$ cat config.mk
export PLATFORM = sky130hd
export DESIGN_NAME = tt_um_islam_ihfaz_logic_tester
export DESIGN_NICKNAME = d
export VERILOG_FILES = /design/src/rtl/tt_um_islam_ihfaz_logic_tester.sv
export SDC_FILE = /design/constraint.sdc
export NUM_CORES = 1
export LEC_CHECK = 0
export ABC_AREA = 1
export CORE_UTILIZATION = 51
export CTS_BUF_LIST = sky130_fd_sc_hd__clkbuf_2
export CTS_CLUSTER_DIAMETER = 80
export DETAILED_ROUTE_END_ITERATION = 10
export PLACE_DENSITY = 0.95
export SLEW_MARGIN = 40
export SYNTH_ARGS = -nofsm -noshare
export SYNTH_HDL_FRONTEND = slang
export SYNTH_SLANG_ARGS = --single-unit
$ cat constraint.sdc
create_clock -name clk -period 2.7 [get_ports clk]
set_input_delay 0.54 -clock clk [delete_from_list [all_inputs] [get_ports clk]]
set_output_delay 0.54 -clock clk [all_outputs]
set_load 0.005 [all_outputs]
$ cat src/rtl/tt_um_islam_ihfaz_logic_tester.sv
// Self-sequencing tester for the 3-input cell x = (A & B) | ~C, y = ~C.
// Sweeps all 8 input vectors onto uio_out[2:0], samples {y,x} from
// uio_in[4:3] (or from an internal loopback model) after a settle delay,
// and reports busy/done/pass/fail, the mismatch count and the first failing vector.
module tt_um_islam_ihfaz_logic_tester #(
  parameter int unsigned SETTLE_CYCLES = 2
) (
  input  logic       clk,
  input  logic       rst_n,
  input  logic       ena,
  input  logic [7:0] ui_in,
  output logic [7:0] uo_out,
  input  logic [7:0] uio_in,
  output logic [7:0] uio_out,
  output logic [7:0] uio_oe
);

  localparam int unsigned SETTLE_W = (SETTLE_CYCLES < 2) ? 1 : $clog2(SETTLE_CYCLES + 1);
  localparam int unsigned COUNT_W  = 4;
  localparam int unsigned VEC_W    = 3;

  typedef enum logic [1:0] {
    ST_IDLE,
    ST_RUN,
    ST_SAMPLE,
    ST_DONE
  } state_e;

  // Reference model of the cell under test; returns {y, x}.
  function automatic logic [1:0] cell_model(input logic [VEC_W-1:0] v);
    logic a, b, c;
    a = v[0];
    b = v[1];
    c = v[2];
    return {~c, (a & b) | ~c};
  endfunction

  state_e               state_q;
  logic [VEC_W-1:0]     vec_q;
  logic [SETTLE_W-1:0]  settle_q;
  logic [COUNT_W-1:0]   count_q;
  logic [COUNT_W-1:0]   count_d;
  logic [VEC_W-1:0]     first_q;
  logic [VEC_W-1:0]     first_d;
  logic                 busy_q;
  logic                 done_q;
  logic                 pass_q;
  logic                 fail_q;
  logic [VEC_W-1:0]     drive_q;
  logic                 start_meta_q;
  logic                 start_sync_q;
  logic                 start_prev_q;

  logic                 start_evt_c;
  logic [1:0]           exp_c;
  logic [1:0]           obs_c;
  logic                 mismatch_c;

  // Start edge detect on the synchronized start input.
  assign start_evt_c = start_sync_q & ~start_prev_q;

  // Expected vs observed response and the updated result registers for SAMPLE.
  always_comb begin
    exp_c      = cell_model(vec_q);
    obs_c      = uio_in[4:3];
    if (ui_in[1]) begin
      obs_c = exp_c ^ {1'b0, ui_in[2]};
    end
    mismatch_c = (obs_c != exp_c);
    count_d    = count_q;
    first_d    = first_q;
    if (mismatch_c) begin
      count_d = count_q + COUNT_W'(1);
      if (count_q == '0) begin
        first_d = vec_q;
      end
    end
  end

  // Start synchronizer plus the sweep sequencer with registered outputs.
  always_ff @(posedge clk) begin
    if (!rst_n) begin
      start_meta_q <= 1'b0;
      start_sync_q <= 1'b0;
      start_prev_q <= 1'b0;
      state_q      <= ST_IDLE;
      vec_q        <= '0;
      settle_q     <= '0;
      count_q      <= '0;
      first_q      <= '0;
      busy_q       <= 1'b0;
      done_q       <= 1'b0;
      pass_q       <= 1'b0;
      fail_q       <= 1'b0;
      drive_q      <= '0;
    end else begin
      start_meta_q <= ui_in[0];
      start_sync_q <= start_meta_q;
      start_prev_q <= start_sync_q;
      case (state_q)
        ST_IDLE, ST_DONE: begin
          if (start_evt_c) begin
            state_q  <= ST_RUN;
            vec_q    <= '0;
            settle_q <= SETTLE_W'(SETTLE_CYCLES);
            count_q  <= '0;
            first_q  <= '0;
            busy_q   <= 1'b1;
            done_q   <= 1'b0;
            pass_q   <= 1'b0;
            fail_q   <= 1'b0;
            drive_q  <= '0;
          end
        end
        ST_RUN: begin
          settle_q <= settle_q - SETTLE_W'(1);
          if (settle_q <= SETTLE_W'(1)) begin
            state_q <= ST_SAMPLE;
          end
        end
        ST_SAMPLE: begin
          count_q <= count_d;
          first_q <= first_d;
          if (vec_q == VEC_W'(7)) begin
            state_q <= ST_DONE;
            busy_q  <= 1'b0;
            done_q  <= 1'b1;
            pass_q  <= (count_d == '0);
            fail_q  <= (count_d != '0);
            drive_q <= '0;
          end else begin
            state_q  <= ST_RUN;
            vec_q    <= vec_q + VEC_W'(1);
            drive_q  <= vec_q + VEC_W'(1);
            settle_q <= SETTLE_W'(SETTLE_CYCLES);
          end
        end
        default: begin
          state_q <= ST_IDLE;
        end
      endcase
    end
  end

  // Output packing; every field comes straight from a flop.
  assign uo_out  = {count_q, fail_q, pass_q, done_q, busy_q};
  assign uio_out = {first_q, 2'b00, drive_q};
  assign uio_oe  = 8'hE7;

  logic unused_ok;
  assign unused_ok = &{1'b0, ena, ui_in[7:3], uio_in[7:5], uio_in[2:0]};

endmodule

==> impl_results.md <==
* CP Depth at 1
* Critical path type: flip-flop to output port
* Hold-fix buffer count after cts at 0
* TritonCTS Buffers at 3
* Share of the synthesized area in the top cell type at 0.352
* R2r startpoint: vec_q[0]
* Final WS setup at 0.746 ns
* DRC violations left at 0
* Hpwl dp at 1810 um
* Worst hold slack at 0.451 ns
* Die area at 0.00288 sq mm
* Via count at 1113
* Hold depth at 2
* Drt total wl at 2360 um
* Sequential fraction of the synthesis area at 0.352
* Post-DR vias/cell at 4.80
* Crit. End Element: output port
* Die H at 53.7 um
* Core Area at 0.00250 sq mm
* Crit-path leading delay family: buffers and inverters
* Max Slew Vio Count at 0
* Min Tclk post-route at 1.95 ns
* Die width at 53.7 um
* # rows at 18
* Layer with the highest usage: met2
* Routed length per instance at 10.2 um
* Synth top cells by count: nand2_1, dfxtp_1, a21oi_1
* Setup tns final at 0 ns
* I/O Pins at 43
* Gr usage total at 0.183
* Synth Flop Type: dfxtp_1
* Total power at 0.692 mW
* Max IR drop VDD at 0.427 mV
* Met2 Usage GRT at 0.311
* Clock sink total at 24
* CTS root buffer: clkbuf_2
* Max capacitance violation total at 0
* Post-CTS Setup Inserts at 0
* Synth top area cells: dfxtp_1, nand2_1, ha_1
* CP startpoint: count_q[2]
* Critical Path RT at 2.16 ns
* Cells after synthesis at 186
* Initial antenna violation count at 0
* CP arrival at 1.41 ns
* Longest Clk Path Bufs at 2
* Leak at 0.681 nW
* Post-DRT Antenna Nets at 0
* Post-Syn Area per Cell at 7.33 sq um
* Synthesis Warnings at 0
* First-pass GRT wire length at 3800 um
* Hold Crit Class: flip-flop to flip-flop
* Most common cell in the netlist: nand2_1
* Met3 GRT Util at 0.0254
* Number of synthesized flops with an enable pin at 0
* CP peak stage delay at 0.55 ns
* Clk slew on worst S/H paths at 0.23 ns
* Largest net degree at the start of global routing at 18
* Final Cycle Share at 0.724
* Post-Place Cells at 228
* Drt first-iter violations at 14
* Reg2reg path depth at 13
* Initial Utilization at 0.546
* Share of cells above drive strength 1 at 0.124
* Vias in the first global route at 950
* Critical path launch point type: flip-flop
* Setup WS pre-CTS at 0.692 ns
* Clock Latency Late Sink at 0.35 ns
* Critical Path Fanout Max at 7
* Finished Layout Cells at 232
* GR Layer Usage met1 at 0.217
* Final global-route overflow total at 0
* Final Hold Fails at 0
* GP Congestion at 0.805
* Yosys reg bits at 24
* Hold Crit Start: start_meta_q
* Area Growth Syn to Fin at 12.7%
* Pwr/cell area at 451 mW/mm^2
* Status: completed
* Worst path bufs/invs at 1
* Nets@finish at 231
* Max Clock Freq at 512 MHz
* CP cell instances: clkdlybuf4s50_1
* Port bufs at 20
* Final Skew at 0.0105 ns
* Syn Std Cell Area at 0.00136 sq mm
* # diodes at 0
* Setup violators final at 0
* Synth area leader: dfxtp_1
* Count of cell types in the netlist at 29
* Unrepaired setup endpoints after global routing: false
* Slowest CP cell: clkdlybuf4s50_1
* CTS tree: built
* First-pass iteration count of the detailed router at 4
* H-tree Lvls at 1
* Post-synth ARST share at 0
* CTS resizes at 0
[where the power goes]
group | internal (mW) | switching [mW]
logic | 0.0588 | 0.109
registers | 0.371 | 0.0112
clock network | 0.0322 | 0.110
total | 0.462 | 0.230
[final cells by class]
type / instances / area [sq um]
clock inverter: 1 / 3.75
timing repair buffer: 20 / 200
sequential: 24 / 480
clock buffer: 3 / 15.0
multi-input combinational: 127 / 698
inverter: 27 / 101
fill: 242 / 963
tap: 30 / 37.5
[flip-flops by register name, indices dropped and copies added, names as in the netlist, 2 cells and up]
| signal | cells |
|---|---|
| count_q | 4 |
| drive_q | 3 |
| first_q | 3 |
| vec_q | 3 |
| settle_q | 2 |
| state_q | 2 |
[worst min-delay path, cell delays in order, from the launching register on]
cell and delay (ns):
dfxtp_1 0.36, nand2_1 0.06, inv_1 0.04
[worst paths after layout]
check / slack (ns) / end
setup / recovery: 0.75 / uo_out[6]
setup reg to reg: 0.97 / first_q[0]
hold / removal: 0.45 / start_sync_q
hold reg to reg: 0.45 / start_sync_q
[cells in the final DEF, fill, tap and decap left out, drive strengths merged]
cell / count
a21oi: 20
clkbuf: 3
clkdlybuf4s50: 20
clkinv: 3
conb: 10
dfxtp: 24
ha: 9
inv: 25
nand2: 50
nand3: 11
nand3b: 1
nand4: 2
nor2: 14
o211a: 1
o21ai: 6
o21bai: 1
or2: 1
xor2: 1
[metal layers]
metal,vias up,share of wire
li1,591,-
met3,4,0.033
met1,496,0.46
met2,22,0.48
met5,-,0
met4,0,0.022
[through the flow]
stage	utilization	area, sq um
2_1_floorplan	-	1390
3_3_place_gp	0.607	1520
3_5_place_dp	0.607	1520
4_1_cts	0.615	1540
5_1_grt	0.615	1540
6_report	0.615	1540
[cells by family (layout without fill, tap and decap cells)]
logic type | Yosys count | count (layout) | share of synthesized area
simple gates | 79 | 79 | 0.273
buf+inv | 43 | 51 | 0.158
compound gates | 28 | 28 | 0.122
flops | 24 | 24 | 0.352
fa+ha+maj | 9 | 9 | 0.0826
other cells | 2 | 10 | 0.00551
xor+xnor | 1 | 1 | 0.00642
No activity file was read; power rests on OpenSTA's default activity.
